==> src/rtl/ddr_test_pkg.sv <==
// ============================================================================
// Module      : ddr_test_pkg
// Description : Shared definitions for the DDR burst tester: state encoding,
//               LFSR polynomial and seed constants, error counter ceiling.
//               The LFSR helpers are only used when DDR_TEST_LFSR_PATTERN_EN
//               is defined.
// Revision    : 1.0 - initial release
// ============================================================================
`default_nettype none

package ddr_test_pkg;

   // Tester sequencing states
   typedef enum logic [1:0] {
      IDLE  = 2'd0,
      WRITE = 2'd1,
      READ  = 2'd2,
      NEXT  = 2'd3
   } test_state_t;

   // Galois mask for x^32 + x^22 + x^2 + x + 1 (right-shifting form)
   localparam logic [31:0] LFSR_POLY     = 32'h8020_0003;
   // XORed with the burst address to seed each burst
   localparam logic [31:0] LFSR_SEED_XOR = 32'h5A5A_5A5A;
   // err_cnt saturates here
   localparam logic [15:0] ERR_CNT_MAX   = 16'hFFFF;

   // One Galois LFSR step
   function automatic logic [31:0] lfsr_step(input logic [31:0] s);
      return s[0] ? ((s >> 1) ^ LFSR_POLY) : (s >> 1);
   endfunction

endpackage

`default_nettype wire

==> src/rtl/ddr_test_pattern_gen.sv <==
// ============================================================================
// Module      : ddr_test_pattern_gen
// Description : Pattern word source. 'load' restarts the sequence for a burst
//               at base_addr, 'advance' steps to the next word. Default build
//               produces zero-extend(base_addr + i); with
//               DDR_TEST_LFSR_PATTERN_EN defined it produces a 32-bit Galois
//               LFSR sequence seeded from the address.
// Revision    : 1.0 - initial release
// ============================================================================
`default_nettype none

module ddr_test_pattern_gen
   import ddr_test_pkg::*;
#(
   parameter int MEM_DATA_BITS = 32,
   parameter int ADDR_BITS     = 24
) (
   input  logic                     mem_clk,
   input  logic                     rst_n,
   input  logic                     load,
   input  logic [ADDR_BITS-1:0]     base_addr,
   input  logic                     advance,
   output logic [MEM_DATA_BITS-1:0] pattern
);

`ifdef DDR_TEST_LFSR_PATTERN_EN
   logic [31:0] w_seed;
   logic [31:0] r_lfsr;

   // An all-zero state would lock the LFSR, so substitute 1
   assign w_seed = 32'(base_addr) ^ LFSR_SEED_XOR;

   // LFSR state: reseed per burst, step once per consumed word
   always_ff @(posedge mem_clk or negedge rst_n) begin
      if (!rst_n) begin
         r_lfsr <= 32'd1;
      end else if (load) begin
         r_lfsr <= (w_seed == 32'd0) ? 32'd1 : w_seed;
      end else if (advance) begin
         r_lfsr <= lfsr_step(r_lfsr);
      end
   end

   assign pattern = MEM_DATA_BITS'(r_lfsr);
`else
   logic [MEM_DATA_BITS-1:0] r_word;

   // Incrementing word: start at the burst address, +1 per consumed word
   always_ff @(posedge mem_clk or negedge rst_n) begin
      if (!rst_n) begin
         r_word <= '0;
      end else if (load) begin
         r_word <= MEM_DATA_BITS'(base_addr);
      end else if (advance) begin
         r_word <= r_word + MEM_DATA_BITS'(1);
      end
   end

   assign pattern = r_word;
`endif

endmodule

`default_nettype wire

==> src/rtl/ddr_burst_tester.sv <==
// ============================================================================
// Module      : ddr_burst_tester
// Description : Self-checking DDR traffic generator. Writes a BURST_LEN-word
//               pattern burst, reads it back, compares every word, then
//               advances the address (wrapping at TEST_DEPTH). Exports a
//               sticky error flag, a saturating error count and a burst count.
//               Optional macro DDR_TEST_LFSR_PATTERN_EN selects LFSR data.
// Revision    : 1.0 - initial release
// ============================================================================
`default_nettype none

module ddr_burst_tester
   import ddr_test_pkg::*;
#(
   parameter int          MEM_DATA_BITS = 32,
   parameter int          ADDR_BITS     = 24,
   parameter logic [9:0]  BURST_LEN     = 10'd128,
   parameter logic [23:0] TEST_DEPTH    = 24'd4096
) (
   input  logic                     mem_clk,
   input  logic                     rst_n,
   input  logic                     local_init_done,
   input  logic                     test_en,
   output logic                     wr_burst_req,
   output logic [9:0]               wr_burst_len,
   output logic [ADDR_BITS-1:0]     wr_burst_addr,
   input  logic                     wr_burst_data_req,
   output logic [MEM_DATA_BITS-1:0] wr_burst_data,
   input  logic                     wr_burst_finish,
   output logic                     rd_burst_req,
   output logic [9:0]               rd_burst_len,
   output logic [ADDR_BITS-1:0]     rd_burst_addr,
   input  logic                     rd_burst_data_valid,
   input  logic [MEM_DATA_BITS-1:0] rd_burst_data,
   input  logic                     rd_burst_finish,
   output logic                     error,
   output logic [15:0]              err_cnt,
   output logic [15:0]              burst_cnt
);

   // One spare bit so the wrap test cannot overflow
   localparam int AW1      = ADDR_BITS + 1;
   // Beat counters are wide enough to count past 1023 stray beats
   localparam int IDX_BITS = 11;

   test_state_t              r_state;
   test_state_t              w_state_nxt;
   logic [ADDR_BITS-1:0]     r_cur_addr;
   logic [IDX_BITS-1:0]      r_wr_idx;
   logic [IDX_BITS-1:0]      r_rd_idx;
   logic                     r_wr_req;
   logic                     r_rd_req;
   logic [MEM_DATA_BITS-1:0] r_wr_data;
   logic                     r_error;
   logic [15:0]              r_err_cnt;
   logic [15:0]              r_burst_cnt;

   logic                     w_enter_write;
   logic                     w_wr_accept;
   logic                     w_rd_beat;
   logic                     w_mismatch;
   logic                     w_len_err;
   logic [IDX_BITS-1:0]      w_rd_count;
   logic [AW1-1:0]           w_addr_sum;
   logic [AW1-1:0]           w_wrap_limit;
   logic [ADDR_BITS-1:0]     w_addr_step;
   logic [ADDR_BITS-1:0]     w_load_addr;
   logic [MEM_DATA_BITS-1:0] w_wr_pattern;
   logic [MEM_DATA_BITS-1:0] w_exp_pattern;
   logic [1:0]               w_err_inc;
   logic [16:0]              w_err_sum;

   // State register
   always_ff @(posedge mem_clk or negedge rst_n) begin
      if (!rst_n) begin
         r_state <= IDLE;
      end else begin
         r_state <= w_state_nxt;
      end
   end

   // Next-state logic; finish strobes only count in their own state,
   // and losing calibration overrides everything
   always_comb begin
      w_state_nxt = r_state;
      case (r_state)
         IDLE:    if (local_init_done && test_en) w_state_nxt = WRITE;
         WRITE:   if (wr_burst_finish)            w_state_nxt = READ;
         READ:    if (rd_burst_finish)            w_state_nxt = NEXT;
         NEXT:    w_state_nxt = test_en ? WRITE : IDLE;
         default: w_state_nxt = IDLE;
      endcase
      if (!local_init_done) begin
         w_state_nxt = IDLE;
      end
   end

   // Address advance: wrap to 0 once the next burst would run past TEST_DEPTH
   assign w_addr_sum    = AW1'(r_cur_addr) + AW1'(BURST_LEN);
   assign w_wrap_limit  = AW1'(TEST_DEPTH) - AW1'(BURST_LEN);
   assign w_addr_step   = (w_addr_sum > w_wrap_limit) ? '0 : w_addr_sum[ADDR_BITS-1:0];
   // Address the upcoming burst will use, valid on the entry edge
   assign w_load_addr   = (r_state == NEXT) ? w_addr_step : r_cur_addr;
   assign w_enter_write = (w_state_nxt == WRITE) && (r_state != WRITE);

   // Data requests beyond BURST_LEN are dropped
   assign w_wr_accept = (r_state == WRITE) && wr_burst_data_req
                        && (r_wr_idx < IDX_BITS'(BURST_LEN));
   assign w_rd_beat   = (r_state == READ) && rd_burst_data_valid;
   assign w_mismatch  = w_rd_beat && (rd_burst_data != w_exp_pattern);
   // Beats seen so far including the one on this cycle
   assign w_rd_count  = r_rd_idx + IDX_BITS'(w_rd_beat);
   assign w_len_err   = (r_state == READ) && rd_burst_finish
                        && (w_rd_count != IDX_BITS'(BURST_LEN));
   // A short final beat can be both a mismatch and a length error
   assign w_err_inc   = {1'b0, w_mismatch} + {1'b0, w_len_err};
   assign w_err_sum   = {1'b0, r_err_cnt} + 17'(w_err_inc);

   // Write-side pattern source
   ddr_test_pattern_gen #(
      .MEM_DATA_BITS (MEM_DATA_BITS),
      .ADDR_BITS     (ADDR_BITS)
   ) u_wr_pattern (
      .mem_clk   (mem_clk),
      .rst_n     (rst_n),
      .load      (w_enter_write),
      .base_addr (w_load_addr),
      .advance   (w_wr_accept),
      .pattern   (w_wr_pattern)
   );

   // Expected-data pattern source for the read check
   ddr_test_pattern_gen #(
      .MEM_DATA_BITS (MEM_DATA_BITS),
      .ADDR_BITS     (ADDR_BITS)
   ) u_exp_pattern (
      .mem_clk   (mem_clk),
      .rst_n     (rst_n),
      .load      (w_enter_write),
      .base_addr (w_load_addr),
      .advance   (w_rd_beat),
      .pattern   (w_exp_pattern)
   );

   // Registered requests track the state being entered
   always_ff @(posedge mem_clk or negedge rst_n) begin
      if (!rst_n) begin
         r_wr_req <= 1'b0;
         r_rd_req <= 1'b0;
      end else begin
         r_wr_req <= (w_state_nxt == WRITE);
         r_rd_req <= (w_state_nxt == READ);
      end
   end

   // Burst address and completed-pair count move only in NEXT
   always_ff @(posedge mem_clk or negedge rst_n) begin
      if (!rst_n) begin
         r_cur_addr  <= '0;
         r_burst_cnt <= '0;
      end else if (r_state == NEXT) begin
         r_cur_addr  <= w_addr_step;
         r_burst_cnt <= r_burst_cnt + 16'd1;
      end
   end

   // Write word counter and registered write data
   always_ff @(posedge mem_clk or negedge rst_n) begin
      if (!rst_n) begin
         r_wr_idx  <= '0;
         r_wr_data <= '0;
      end else if (w_enter_write) begin
         r_wr_idx  <= '0;
      end else if (w_wr_accept) begin
         r_wr_idx  <= r_wr_idx + IDX_BITS'(1);
         r_wr_data <= w_wr_pattern;
      end
   end

   // Read beat counter
   always_ff @(posedge mem_clk or negedge rst_n) begin
      if (!rst_n) begin
         r_rd_idx <= '0;
      end else if (w_enter_write) begin
         r_rd_idx <= '0;
      end else if (w_rd_beat) begin
         r_rd_idx <= r_rd_idx + IDX_BITS'(1);
      end
   end

   // Sticky error flag and saturating error counter
   always_ff @(posedge mem_clk or negedge rst_n) begin
      if (!rst_n) begin
         r_error   <= 1'b0;
         r_err_cnt <= '0;
      end else begin
         if (w_mismatch) begin
            r_error <= 1'b1;
         end
         r_err_cnt <= (w_err_sum > 17'(ERR_CNT_MAX)) ? ERR_CNT_MAX : w_err_sum[15:0];
      end
   end

   assign wr_burst_req  = r_wr_req;
   assign rd_burst_req  = r_rd_req;
   assign wr_burst_len  = BURST_LEN;
   assign rd_burst_len  = BURST_LEN;
   assign wr_burst_addr = r_cur_addr;
   assign rd_burst_addr = r_cur_addr;
   assign wr_burst_data = r_wr_data;
   assign error         = r_error;
   assign err_cnt       = r_err_cnt;
   assign burst_cnt     = r_burst_cnt;

endmodule

`default_nettype wire

==> config.mk <==
export PLATFORM = sky130hd
export DESIGN_NAME = ddr_burst_tester
export DESIGN_NICKNAME = d
export VERILOG_FILES = /design/src/rtl/ddr_test_pkg.sv /design/src/rtl/ddr_test_pattern_gen.sv /design/src/rtl/ddr_burst_tester.sv
export SDC_FILE = /design/constraint.sdc
export NUM_CORES = 1
export LEC_CHECK = 0
export ABC_CLOCK_PERIOD_IN_PS = 3500
export CAP_MARGIN = 20
export CORE_MARGIN = 1.5
export CORE_UTILIZATION = 48
export CTS_CLUSTER_DIAMETER = 60
export DETAILED_ROUTE_END_ITERATION = 8
export PLACE_DENSITY_LB_ADDON = 0.2
export SETUP_SLACK_MARGIN = 0.3
export SLEW_MARGIN = 25
export SYNTH_ARGS = -nofsm -noshare
export SYNTH_HDL_FRONTEND = slang
export SYNTH_HIERARCHICAL = 1
export SYNTH_SLANG_ARGS = --single-unit
==> constraint.sdc <==
create_clock -name mem_clk -period 3.5 [get_ports mem_clk]
set_input_delay 1.05 -clock mem_clk [delete_from_list [all_inputs] [get_ports mem_clk]]
set_output_delay 1.05 -clock mem_clk [all_outputs]
set_load 0.005 [all_outputs]
==> reports/results.txt <==
P_int: 0.00391 W
Clock Tree Buf Depth: 2
Clk pwr share: 0.360
FF-to-FF Start: r_state[1]
final WL: 23000 um
max-slew violations: 0
Worst EP arrival: 3540 ps
Final setup viols: 0
asr flop ratio synth: 1.00
Slew @ Worst Pin: 642 ps
Worst-Skew Late Latency: 430 ps
FF+latch area: 4480 sq um
layout cells sized above 1: 0.0876
vias: 7999
CORE AREA: 19500 sq um
GP Congestion: 0.891
synthesized area per cell: 9.28 sq um
clock period minus worst slack: 3230 ps
area of the multi-input gates: 4810 sq um
cts bufs inserted: 17
worst-path fanout max: 4
n_diodes: 0
Syn Inst Count: 1035
CTS root buf: clkbuf_16
worst hold start: wr_burst_data[18]
Seq/Total Area, Yosys: 0.466
Yosys reg bits: 179
setup slack, reg-to-reg: 340 ps
Worst VDD drop: 0.000417 V
top layer in use: met4
Fillers: 1684
PD cells: 449 nW/um^2
DRT iter0 DRCs: 508
Worst Hold Depth: 2
yosys warns: 6
r2r endpoint: err_cnt[8]
routed wl met2: 11200 um
outcome: complete, no violations
IO buf count: 154
initial antenna violation count: 0
f_max: 310 MHz
Post-synth EDFFs: 0
CTS tree: done
P_leak: 5.12 nW
Hold Slack: 465 ps
fin worst setup slack: 271 ps
post-synthesis cell area: 9610 sq um
worst hold path type: reg2reg
synthesis-to-layout area growth: 25.9%
first-pass GRT wire length: 37600 um
Tcrit/Tclk final: 0.923
Hold Vio Cnt, Final: 0
IO Count: 175
max cap viols: 0
htree depth: 4
Die Y: 144 um
area leader, netlist: dfrtp_1
total track usage: 0.229
vias per cell: 5.51
Synth top area share: 0.466
Reg clk slew, reported paths: 70 ps
Initial Utilization: 0.492
r2r worst-path depth: 14
GRT overflow: 0
crit end category: flop
pre-CTS setup slack: -679 ps
Hold EP: wr_burst_data[18]
drt drc: 0
Total Power: 0.00543 W
clock sinks: 179
drt pass-1 iters: 8
Reg power frac: 0.473
CP required: 3810 ps
most common cell after layout, fill and taps aside: nand2_1
met3 wire len: 836 um
CP Launch Type: primary input
die area: 20900 sq um
FP Rows: 51
largest net degree at the start of global routing: 69
Worst Skew: 9.09 ps
die width: 144 um
Logic pwr share: 0.167
most common flop cell mapped by yosys: dfrtp_1
Final HPWL DP: 16800 um
critical path type: in2reg
RSZ-0062 raised after global routing: true
Max-slew headroom: 0.572
Final Net Count: 1226
switching part of the total: 0.281
WL met1: 10700 um
Synth cell types: 59
NetSw: 0.00153 W
wire per inst: 15.8 um
vias in the first global route: 7345
commonest cells after routing, fill and taps aside: 194 x nand2_1, 178 x dfrtp_1, 152 x clkdlybuf4s50_1
Setup Total Neg Slack: 0 ps
Synth area leaders: dfrtp_1 47%, nand2_1 7.7%, xnor2_1 5.7%
post-route ant nets: 0
worst max-delay path: stages:
cell       delay [ps]
buf_6              60
and2_4            140
ha_4              140
buf_4             100
nand3_1            90
or3_1             340
a2111oi_2         400
a21oi_2           140
fa_2              400
ha_4              200
and3_4            190
nand2_2            70
xor2_1            140
nand2_1            70
layout make-up:
cell class | count | share of cell area
multi-input cells | 776 | 0.398
flip-flops and latches | 179 | 0.370
repair buffers | 185 | 0.149
clock buffers | 17 | 0.0352
well taps | 265 | 0.0274
clock inverters | 14 | 0.0147
inverters | 16 | 0.00497
power groups by stage:
stage               logic, W  clock network, W  registers [W]
finish              0.000905           0.00196        0.00257
global route         0.00101           0.00206        0.00261
CTS                 0.000912           0.00199        0.00256
detailed placement  0.000906                 0        0.00260
global placement    0.000886                 0        0.00259
floorplan           0.000460                 0        0.00253
synth_stat cells (3+ instances only):
library cell	n
ha_1	10
nand2b_1	8
buf_2	4
a41oi_1	3
a21oi_1	22
nor4_1	13
or3_1	13
nand4_1	49
and4_1	12
xor2_1	39
nor3_1	10
a31oi_1	18
nand2_1	198
or4_1	27
buf_4	44
nor2b_1	9
xnor2_1	63
nor2_1	52
o31ai_1	25
dfrtp_1	179
a21boi_0	10
mux2i_1	5
o21a_1	3
clkbuf_1	30
o21ai_0	47
o211ai_1	4
and2_1	15
nor3b_1	3
inv_1	14
nand3_1	43
and3_1	22
metrics by stage:
step / instance area [sq um] / util / cells
4_1_cts: 12000 / 0.616 / 1452
5_1_grt: 12100 / 0.619 / 1452
3_3_place_gp: 11400 / 0.582 / 1416
2_1_floorplan: 9780 / - / 1053
6_report: 12100 / 0.619 / 1452
3_5_place_dp: 11400 / 0.582 / 1416
cell families after synthesis:
logic type | after synthesis | synth area share
flip-flops | 179 | 0.466
multiplexers | 7 | 0.00755
XOR/XNOR | 102 | 0.0930
buffers and inverters | 99 | 0.0582
AND/OR/NAND/NOR | 488 | 0.260
adder cells (fa/ha/maj) | 11 | 0.0151
AO/OA/AOI/OAI | 147 | 0.0987
other | 2 | 0.000782
state kept, by name (all words and copies together), names as in the netlist:
signal / count
r_state: 2
rd_burst_addr: 24
error: 1
burst_cnt: 16
r_rd_idx: 11
wr_burst_data: 32
wr_burst_req: 1
u_exp_pattern/pattern: 32
u_wr_pattern/pattern: 32
err_cnt: 16
rd_burst_req: 1
r_wr_idx: 11
repair_timing:
item	in CTS	in global routing
setup buffers	4	0
hold buffers	0	0
resized for setup	10	18
cloned	1	0
endpoints found under the setup margin	16	29
pin swaps	5	8
worst max-delay path by stage:
stage                        start           to  slack [ps]
5_1_grt        rd_burst_data_valid   err_cnt[8]         120
6_report       rd_burst_data_valid   err_cnt[8]         270
3_5_place_dp   rd_burst_data_valid   err_cnt[6]        -680
3_3_place_gp   rd_burst_data_valid   err_cnt[6]        -700
2_1_floorplan  rd_burst_data_valid  err_cnt[12]         -50
4_1_cts        rd_burst_data_valid   err_cnt[8]          60
per-layer routing:
layer  vias up  GRT usage
li1       3892          -
met1      3912      0.323
met2       178      0.367
met3        17     0.0368
met4         0     0.0654
met5         -          0
(Power assumes the default switching activity.)
